$ cat src/rtl/miriscv_lsu.sv
// rtl/miriscv_lsu.sv - load/store unit between the core pipeline and a req/rvalid data bus
// Three-state access sequencer: IDLE issues, WAIT counts toward bus timeout, DONE releases the stall.
module miriscv_lsu #(
  parameter int unsigned BUS_TIMEOUT = 255
) (
  input  logic        clk_i,
  input  logic        rst_i,
  input  logic        lsu_req_i,
  input  logic        lsu_we_i,
  input  logic [2:0]  lsu_size_i,
  input  logic [31:0] lsu_addr_i,
  input  logic [31:0] lsu_data_i,
  output logic [31:0] lsu_data_o,
  output logic        lsu_stall_req_o,
  output logic        lsu_misalign_o,
  output logic        lsu_err_o,
  output logic        data_req_o,
  output logic        data_we_o,
  output logic [3:0]  data_be_o,
  output logic [31:0] data_addr_o,
  output logic [31:0] data_wdata_o,
  input  logic [31:0] data_rdata_i,
  input  logic        data_rvalid_i
);

  localparam int CW = (BUS_TIMEOUT < 1) ? 1 : $clog2(BUS_TIMEOUT + 1);

  typedef enum logic [1:0] {IDLE, WAIT, DONE} state_t;

  state_t        state_q, state_d;
  logic [CW-1:0] cnt_q, cnt_d;
  logic [31:0]   data_q, data_d;
  logic [1:0]    addr_q, addr_d;
  logic [2:0]    size_q, size_d;
  logic          we_q, we_d;

  logic        size_legal, misaligned;
  logic [3:0]  be_c;
  logic [31:0] wdata_c, load_c;
  logic [7:0]  ld_byte;
  logic [15:0] ld_half;

  always_comb begin
    size_legal = (lsu_size_i == 3'b000) || (lsu_size_i == 3'b001) || (lsu_size_i == 3'b010) ||
                 (!lsu_we_i && ((lsu_size_i == 3'b100) || (lsu_size_i == 3'b101)));
    misaligned = ((lsu_size_i[1:0] == 2'b01) && lsu_addr_i[0]) ||
                 ((lsu_size_i[1:0] == 2'b10) && (lsu_addr_i[1:0] != 2'b00));
    case (lsu_size_i[1:0])
      2'b00:   begin be_c = 4'b0001 << lsu_addr_i[1:0]; wdata_c = {4{lsu_data_i[7:0]}}; end
      2'b01:   begin be_c = lsu_addr_i[1] ? 4'b1100 : 4'b0011; wdata_c = {2{lsu_data_i[15:0]}}; end
      default: begin be_c = 4'b1111; wdata_c = lsu_data_i; end
    endcase
  end

  // Load extraction uses the low address bits and size captured when the request was issued.
  always_comb begin
    case (addr_q)
      2'd0:    ld_byte = data_rdata_i[7:0];
      2'd1:    ld_byte = data_rdata_i[15:8];
      2'd2:    ld_byte = data_rdata_i[23:16];
      default: ld_byte = data_rdata_i[31:24];
    endcase
    ld_half = addr_q[1] ? data_rdata_i[31:16] : data_rdata_i[15:0];
    case (size_q)
      3'b000:  load_c = {{24{ld_byte[7]}}, ld_byte};
      3'b001:  load_c = {{16{ld_half[15]}}, ld_half};
      3'b100:  load_c = {24'd0, ld_byte};
      3'b101:  load_c = {16'd0, ld_half};
      default: load_c = data_rdata_i;
    endcase
  end

  always_comb begin
    state_d         = state_q;
    cnt_d           = cnt_q;
    data_d          = data_q;
    addr_d          = addr_q;
    size_d          = size_q;
    we_d            = we_q;
    lsu_stall_req_o = 1'b0;
    lsu_misalign_o  = 1'b0;
    lsu_err_o       = 1'b0;
    data_req_o      = 1'b0;
    data_we_o       = 1'b0;
    data_be_o       = 4'b0000;
    data_addr_o     = 32'd0;
    data_wdata_o    = 32'd0;
    if (!rst_i) begin
      case (state_q)
        IDLE: begin
          if (lsu_req_i) begin
            if (!size_legal) begin
              lsu_err_o = 1'b1;
            end else if (misaligned) begin
              lsu_misalign_o = 1'b1;
            end else begin
              data_req_o      = 1'b1;
              data_we_o       = lsu_we_i;
              data_be_o       = be_c;
              data_addr_o     = {lsu_addr_i[31:2], 2'b00};
              data_wdata_o    = wdata_c;
              lsu_stall_req_o = 1'b1;
              cnt_d           = '0;
              addr_d          = lsu_addr_i[1:0];
              size_d          = lsu_size_i;
              we_d            = lsu_we_i;
              state_d         = WAIT;
            end
          end
        end
        WAIT: begin
          lsu_stall_req_o = 1'b1;
          // A response in the timeout cycle still completes the access normally.
          if (data_rvalid_i) begin
            if (!we_q) data_d = load_c;
            state_d = DONE;
          end else if (cnt_q == CW'(BUS_TIMEOUT)) begin
            lsu_err_o = 1'b1;
            data_d    = 32'd0;
            state_d   = DONE;
          end else begin
            cnt_d = cnt_q + 1'b1;
          end
        end
        DONE:    state_d = IDLE;
        default: state_d = IDLE;
      endcase
    end
  end

  always_ff @(posedge clk_i or posedge rst_i) begin
    if (rst_i) begin
      state_q <= IDLE;
      cnt_q   <= '0;
      data_q  <= 32'd0;
      addr_q  <= 2'd0;
      size_q  <= 3'd0;
      we_q    <= 1'b0;
    end else begin
      state_q <= state_d;
      cnt_q   <= cnt_d;
      data_q  <= data_d;
      addr_q  <= addr_d;
      size_q  <= size_d;
      we_q    <= we_d;
    end
  end

  assign lsu_data_o = data_q;

endmodule

$ cat config.mk
export PLATFORM = sky130hd
export DESIGN_NAME = miriscv_lsu
export DESIGN_NICKNAME = d
export VERILOG_FILES = /design/src/rtl/miriscv_lsu.sv
export SDC_FILE = /design/constraint.sdc
export NUM_CORES = 1
export LEC_CHECK = 0
export ABC_AREA = 1
export BUFFER_PORTS_ARGS = -buffer_cell sky130_fd_sc_hd__buf_2
export CORE_AREA = 4 4 104 106
export CTS_CLUSTER_DIAMETER = 100
export DETAILED_ROUTE_END_ITERATION = 12
export DIE_AREA = 0 0 108 110
export PLACE_DENSITY_LB_ADDON = 0.2
export SLEW_MARGIN = 40
export SYNTH_ARGS = -nofsm -noshare
export SYNTH_HDL_FRONTEND = slang
export SYNTH_SLANG_ARGS = --single-unit
$ cat constraint.sdc
create_clock -name clk_i -period 3.35 [get_ports clk_i]
set_clock_uncertainty 0.2 [all_clocks]
set_input_delay 0.335 -clock clk_i [delete_from_list [all_inputs] [get_ports clk_i]]
set_output_delay 0.335 -clock clk_i [all_outputs]
set_load 0.005 [all_outputs]
After elaboration in Yosys (flattened, before gate mapping):

Cells that the tools add are included.

* $add $sub $neg: 1
* eq/ne operators: 20
* shift-type cells: 1
* muxes and demuxes: 59
* bitwise operators: 2
* reduce and logical (&&, ||, !) cells: 21

Operators by type and width (number)
* two-way mux 32 bit: 13
* one-hot mux 32 bit (4 select lines): 1
* one-hot mux 32 bit (2 select lines): 1
* two-way mux 8 bit: 5
* two-way mux 4 bit: 6
* one-hot mux 8 bit (3 select lines): 1
* two-way mux 1 bit: 21
* two-way mux 16 bit: 1
* one-hot mux 8 bit (2 select lines): 1
* == test 3 bit (second input constant): 4
* != test 2 bit (second input constant): 6
* two-way mux 2 bit: 5
* AND reduction 5 bit: 2
* adder 8 x 1 -> 8 bit (second input constant): 1
* == test 8 bit (second input constant): 1
* one-hot mux 4 bit (2 select lines): 1
* AND reduction 7 bit: 1
* == test 2 x 1 -> 1 bit (second input constant): 3
* == test 3 x 1 -> 1 bit (second input constant): 2
* zero test 2 bit: 3
* zero test 3 bit: 2
* nonzero test 2 bit: 3
* logical OR 1 bit: 5
* == test 2 bit (second input constant): 2
* 9 further kinds: 13

* register bits after elaboration: 48
* bits of input ports: 104
* output and inout port bits: 105
* logic and storage cells: 110

Logic depth before layout (Yosys ltp):

Gate-level depths: netlist (run 1).

* depth in word-level cells: 8
* depth in mapped cells: 11
* depth with buffers taken out: 9

Least setup slack after synthesis (run 1):

Ideal clock, no wire load.

* kind: input to output
* from: in rst_i
* to: out lsu_err_o
* data arrival time: 1.818 ns
* data required time: 2.815 ns
* path slack: 0.997 ns
* stages on the path: 3
* buffers on the path: 1
* cell sequence: clkbuf_1 -> inv_1 -> and2_1

* longest elaborated chain between the ends: 1

RTL lines
* start: declaration: RTL line 7 `input logic rst_i,`
* two-way mux 1 bit: RTL line 88 `if (!rst_i) begin`
* end: declaration: RTL line 16 `output logic lsu_err_o,`

Every way passes these cells.

Worst setup path in the final report (run 1):

* from: in lsu_size_i[1]
* to: out data_we_o

* longest elaborated chain between the ends: 8
* elaborated cells between the ends (all ways): 20
* classes of those cells: 6 x eq/ne; 5 x mux; 9 x reduce/logical

RTL lines
* start: declaration: RTL line 10 `input logic [2:0] lsu_size_i,`
* == test 2 x 1 -> 1 bit, or another cell as far along: RTL line 46 `misaligned = ((lsu_size_i[1:0] == 2'b01) && lsu_addr_i[0]) ||`
* logical AND 1 bit, or another cell as far along: RTL line 46
* logical OR 1 bit, or another cell as far along: RTL line 46
* two-way mux 1 bit / logical OR 1 bit (equally long branches): RTL line 94, 44
* two-way mux 1 bit *: RTL line 92 `if (!size_legal) begin`
* two-way mux 1 bit *: RTL line 91 `if (lsu_req_i) begin`
* two-way mux 1 bit *: RTL line 89 `case (state_q)`
* two-way mux 1 bit *: RTL line 88
* end: declaration: RTL line 18 `output logic data_we_o,`

Mark *: on every way between the ends. The rest lies on a longest branch, timed or not.

==> metrics.yaml, run 1 <==
power_and_ir_drop:
  pwr-share-clk: 0.151
  p_int_w: 0.00155
  power.switching_w: 0.00129
  vdd_drop_max_uv: 263
  p_leak_nw: 3.19
  p_per_area_nw_per_um2: 559
  seqPwrFrac: 0.338
  p_sw_frac: 0.455
  p_comb_frac: 0.511
drt:
  via_count: 4666
  routedWlPerCell_microns: 13.0
  vias_per_cell: 4.75
  drt_iter0_drc: 181
  ant_nets: 0
  drc: 0
  dr.pass1.iters: 5
  wl_microns: 12700
global_route:
  grt_max_degree: 49
  gr-total-overflow: 0
  grtUsageTotal: 0.212
  antenna_found_initial: 0
  grt_pass1_vias: 4439
  grt_first_pass_wirelength_microns: 20400
final_layout:
  drive_gt1_frac: 0.319
  diodes: 0
  syn_to_final_growth_pct: 30.2
  num-fill-cells: 1028
  nets: 953
synth:
  ys.flop_type: "dfrtp_1"
  synth.avg_cell_area_sq_um: 5.94
  yosysTopAreaCell: "dfrtp_1"
  ys_seq_area_frac: 0.307
  async_reset_ff_frac: 1.00
  yosys_warnings: 0
  synth_edf_count: 0
  syn_area_sq_um: 3910
  ys_types: 30
  synth_top_area_frac: 0.307
  ys_ff_latch: 48
  yosys-top-cells-area: "dfrtp_1 31%, nand2_1 20%, nor2_1 11%, inv_1 7.1%, nor2_2 5.1%"
  syn_inst: 658
floorplanning:
  die_width_microns: 108
  die_area_sq_um: 11900
  start_util: 0.400
  io_pins: 209
  die_y_microns: 110
  core_sq_um: 9770
  rows: 36
clock_network:
  cts-buffers-inserted: 5
  insertion_delay_ns: 0.30
  path_clk_slew_ns: 0.09
  ctsRootBufferMaster: "clkbuf_8"
  cts_tree: "done"
  cts_resized: 0
  clock-sinks: 48
  cts-htree-levels: 2
  postCtsSetupBuffers: 0
  clk_path_buf_depth: 2
  cts_hold_buf: 0
timing:
  setup_tns_ns: 0
  tightest_slew_ns: 0.653
  grt_setup_unrepaired: "no"
  report.final.slew_viol_count: 0
  hold_viol: 0
  period_share: 0.820
  relSlewSlack: 0.563
  clock.fmax_mhz: 364
  setup_violations: 0
  fin_ws_ns: 0.603
  final.min_clock_period_ns: 2.75
placed_design:
  portBuffers: 206
  gp_congestion: 0.915
  pre_cts_ws_ns: 0.622
  hpwl_microns: 10300
worst_setup_path:
  crit_chain: "buf_2, inv_2, nor2_1, nand2_1, nand3_1, nor2_4, nand2_2, buf_4, nor2_1, buf_2"
  cp.arrival_ns: 2.21
  required_ns: 2.81
  critPathMaxStageDelay_ns: 0.45
  cp_top_family: "buffers and inverters"
  critical_path_class: "in2out"
  timing.rr.start: "cnt_q[0]"
  crit_path_start_kind: "primary input"
  path_max_fanout: 26
  critical_path.slowest_cell: "buf_4"
  cp_num_buf_inv: 4
  cp-startpoint: "lsu_size_i[1]"
  cp-end-kind: "output pin"
min_path:
  hold_class: "in2async"
flow_run:
  cap_violations: 0
outcome:
  outcome: "finished clean"
## stage by stage
step	cells	area [sq um]	total power, W	utilization	hold WS [ns]
finish	982	5090	0.00284	0.521	0.0867
global route	982	5090	0.00313	0.521	0.149
CTS	982	5090	0.00287	0.521	0.107
detailed placement	974	4970	0.00243	0.509	0.260
global placement	974	4970	0.00241	0.509	0.256
floorplan	659	3910	0.00194	-	0.253
## worst register-to-register path: cells and delay by family (launching register included)
kind	cells	cell delay (ns)
and+or+nand+nor	6	0.79
buffers and inverters	2	0.50
DFF	1	0.44
adders and majority gates	1	0.22
## layout make-up
class	instances	area, sq um	area share
multi-input cells	501	2230	0.437
flip-flops and latches	48	1200	0.236
repair buffers	213	1080	0.213
inverters	79	297	0.0582
well taps	133	166	0.0327
clock buffers	5	68.8	0.0135
clock inverters	3	47.5	0.00934
## cell usage after synthesis (2+ instances only)
cell      number
nor3_1        20
inv_2          4
o22ai_1        8
dfrtp_1       48
nor2_2        32
nor2_1       114
nand4_1        3
buf_2         15
xor2_1         2
buf_6          6
nand3b_1       2
nand2_1      208
nor2_4         2
o211ai_1       2
inv_1         74
nand3_1       39
o21ai_0       38
clkbuf_1       7
nand2_2        7
a21oi_1       15
buf_4          3
## cell usage in the layout, fill, tap and decap left out, types with 15 or more instances in the layout
| cell | n |
|---|---|
| inv_1 | 73 |
| nand2_1 | 207 |
| dfrtp_1 | 48 |
| nor2_2 | 32 |
| a21oi_1 | 15 |
| o21ai_0 | 38 |
| nor2_1 | 114 |
| nand3_1 | 39 |
| nor3_1 | 20 |
| buf_2 | 206 |
## power groups by stage
stage	clock network, W	registers (W)	logic [W]
2_1_floorplan	0	0.000941	0.00100
3_3_place_gp	0	0.000971	0.00144
3_5_place_dp	0	0.000974	0.00146
4_1_cts	0.000441	0.000964	0.00147
5_1_grt	0.000467	0.000995	0.00167
6_report	0.000429	0.000962	0.00145
## registers in the layout, indices dropped and copies added, names as in the netlist
name / cells
addr_q: 2
state_q: 2
size_q: 3
lsu_data_o: 32
cnt_q: 8
we_q: 1
## kinds of logic after synthesis
logic type                 share of synthesized area
buffers and inverters                          0.125
xor gates and xnor gates                     0.00448
AOI/OAI and AO/OA                             0.0909
other                                       0.000959
DFF                                            0.307
adders and majority gates                    0.00320
and+or+nand+nor                                0.468
## worst paths after layout
kind	depth (start not counted)	endpoint	slack [ns]
worst max-delay path	10	data_we_o	0.60
max in group asynchronous	3	addr_q[1]	2.44
worst min-delay path	3	state_q[1]	0.09
min in group clk_i	3	we_q	0.17
worst max register to register	9	lsu_data_o[4]	1.10
worst min register to register	2	lsu_data_o[27]	0.28
## routing by layer
layer  vias to the layer above  part of all wire  track usage
met3                        22             0.073       0.0425
met5                         -                 0            0
met4                         0             0.017       0.0469
met2                       156              0.48        0.373
met1                      2078              0.43        0.269
li1                       2410                 -            -
Power figures use the tool's default switching activity.
==> run 2, diff against run 1 <==
==> constraint.sdc (replaced) <==
create_clock -name clk_i -period 2.35 [get_ports clk_i]
set_clock_uncertainty 0.2 [all_clocks]
set_input_delay 0.235 -clock clk_i [delete_from_list [all_inputs] [get_ports clk_i]]
set_output_delay 0.235 -clock clk_i [all_outputs]
set_load 0.005 [all_outputs]
==> run 2 against run 1 <==
Effect of this change: sequential share of layout area down 0.42 points; sequential power grew 39%; register-to-register slack worse by 0.66 ns; hold slack got worse by 0.041 ns; clock power rose by 43%; first-iteration DRC count decreased by 6.1%; cell count increased by 0.92%; critical endpoint is now data_addr_o[22]; largest cell class unchanged.
==> metrics.yaml, run 2 (synthesis gave the netlist of run 1 again) <==
floorplanning:
  die_area_sq_um: 11900  # unchanged
  die_width_microns: 108  # unchanged
  die_y_microns: 110  # unchanged
  io_pins: 209  # unchanged
  start_util: 0.400  # unchanged
  core_sq_um: 9770  # unchanged
  rows: 36  # unchanged
final_layout:
  diodes: 0  # unchanged
  final_common_cell: "nand2_1"
  layout.cells.non_filler: 991  # +0.92%
  syn_to_final_growth_pct: 32.6
  final_cell_mix: "208 x nand2_1, 206 x buf_2, 114 x nor2_1"
  drive_gt1_frac: 0.326  # +0.00714
  largest_reg_flops: 32  # unchanged
  nets: 962  # +0.94%
timing:
  relSlewSlack: 0.600  # +0.0369
  final.min_clock_period_ns: 2.22
  tightest_slew_ns: 0.599  # -0.0538 ns
  setup_violations: 0  # unchanged
  period_share: 0.944
  grt_setup_unrepaired: "no"
  report.final.slew_viol_count: 0  # unchanged
  hold_viol: 0  # unchanged
  setup_tns_ns: 0  # unchanged
  clock.fmax_mhz: 451
worst_setup_path:
  path_max_fanout: 22  # -15%
  critPathMaxStageDelay_ns: 0.44  # about the same
  cp_top_family: "simple AND/OR/NAND/NOR gates"
  critical_path_class: "reg2out"
  critical_path.slowest_cell: "dfrtp_1"
  cp.arrival_ns: 1.78  # -0.43 ns
  crit_chain: "nor2_4, nand3_2, nor2_4, nand2_4, buf_4, nor2_2, buf_2"
  cp-end-kind: "output pin"
  required_ns: 1.91  # -0.90 ns
  crit_top_cell: "nor2_4"
  cp_num_buf_inv: 2  # -2
  crit_path_start_kind: "flop"
clock_network:
  cts-buffers-inserted: 5  # unchanged
  ctsRootBufferMaster: "clkbuf_8"
  clk_path_buf_depth: 2  # unchanged
  clock-sinks: 48  # unchanged
  cts_hold_buf: 0  # unchanged
  insertion_delay_ns: 0.30  # about the same
  path_clk_slew_ns: 0.09  # about the same
  cts_tree: "done"
  cts-htree-levels: 2  # unchanged
drt:
  routedWlPerCell_microns: 12.8  # -1.1%
  highest_layer: "met4"
  wl_met1_microns: 5380  # -1.1%
  via_count: 4667  # +0.021%
  drc: 0  # unchanged
  route.met2.wl_microns: 6160  # +0.24%
  vias_per_cell: 4.71  # -0.89%
  ant_nets: 0  # unchanged
  dr.pass1.iters: 4  # -1
  wl_microns: 12700  # -0.17%
  drt_iter0_drc: 170  # -6.1%
  dr_wl_met3_microns: 937  # +0.32%
global_route:
  antenna_found_initial: 0  # unchanged
  grt_max_degree: 49  # unchanged
  grt_first_pass_wirelength_microns: 20500  # +0.34%
  grtUsageTotal: 0.213  # +0.000949
  grt_pass1_vias: 4497  # +1.3%
  gr-total-overflow: 0  # unchanged
power_and_ir_drop:
  vdd_drop_max_uv: 386  # +47%
  p_per_area_nw_per_um2: 792  # +42%
  p_leak_nw: 3.25  # +1.9%
placed_design:
  hpwl_microns: 10300  # +0.93%
  dp.cells: 982  # +0.82%
  gp_congestion: 0.900  # -1.7%
  portBuffers: 206  # unchanged
min_path:
  hold_class: "in2reg"
flow_run:
  cap_violations: 0  # unchanged
outcome:
  outcome: "finished clean"
==> run 2: changes by cell type in the layout (fill, tap and decap cells not counted) <==
cell	delta
nand2_1	+1
buf_4	+8
nand3_2	+1
buf_12	+1
nand2_4	+1
nor2_4	+1
nand2_2	-2
nor2_2	-1
nand3_1	-1
==> run 2: per-layer routing <==
layer,GRT usage,vias to the layer above
li1,-,2427
met5,0,-
met1,0.262,2076
met2,0.376,144
met3,0.0478,20
met4,0.0559,0
==> run 2: per-stage QoR <==
stage | power [W] | util | setup slack, ns | instance area, sq um | hold slack [ns]
2_1_floorplan | 0.00277 | - | 0.197 | 3910 | 0.217
3_3_place_gp | 0.00348 | 0.515 | 0.397 | 5030 | 0.257
3_5_place_dp | 0.00351 | 0.515 | 0.325 | 5030 | 0.260
4_1_cts | 0.00414 | 0.527 | 0.0223 | 5150 | 0.0432
5_1_grt | 0.00454 | 0.530 | 0.00616 | 5180 | 0.0874
6_report | 0.00411 | 0.530 | 0.132 | 5180 | 0.0462
==> run 2: final timing paths <==
check | from | to | slack, ns | cells after the start
setup / recovery | state_q[1] | data_addr_o[22] | 0.13 | 7
hold / removal | lsu_size_i[2] | size_q[2] | 0.05 | 3
setup reg to reg | cnt_q[0] | lsu_data_o[5] | 0.44 | 10
hold reg to reg | lsu_data_o[8] | lsu_data_o[8] | 0.28 | 2
max in group asynchronous | rst_i | size_q[0] | 1.45 | 4
min in group asynchronous | rst_i | state_q[1] | 0.10 | 4
==> run 2: layout make-up <==
| class | count | area (sq um) |
|---|---|---|
| fillers | 1015 | 4590 |
| flip-flops and latches | 48 | 1200 |
| well taps | 133 | 166 |
| clock buffers | 5 | 68.8 |
| inverters | 79 | 297 |
| clock inverters | 3 | 47.5 |
| multi-input cells | 501 | 2240 |
| repair buffers | 222 | 1160 |
==> run 2: power by group <==
group	leakage [nW]	internal, W	total, W	switching, W
clock network	0.0583	0.000321	0.000612	0.000292
logic	2.57	0.000798	0.00216	0.00136
registers	0.621	0.00113	0.00134	0.000204
==> run 2: worst register-to-register path: stages (launching register included) <==
cell and delay [ns]:
dfrtp_1 0.44, ha_1 0.25, nand2_1 0.07, inv_1 0.07, nand3_1 0.11, nand2_1 0.05
nand2_1 0.08, buf_4 0.25, inv_1 0.14, nand2_1 0.09, nand2_1 0.05
==> run 2: timing repair <==
action	CTS	global route
gates resized for setup	0	6
endpoints found under the setup margin	0	45
endpoints found under the hold margin	0	0
setup buffers	0	1
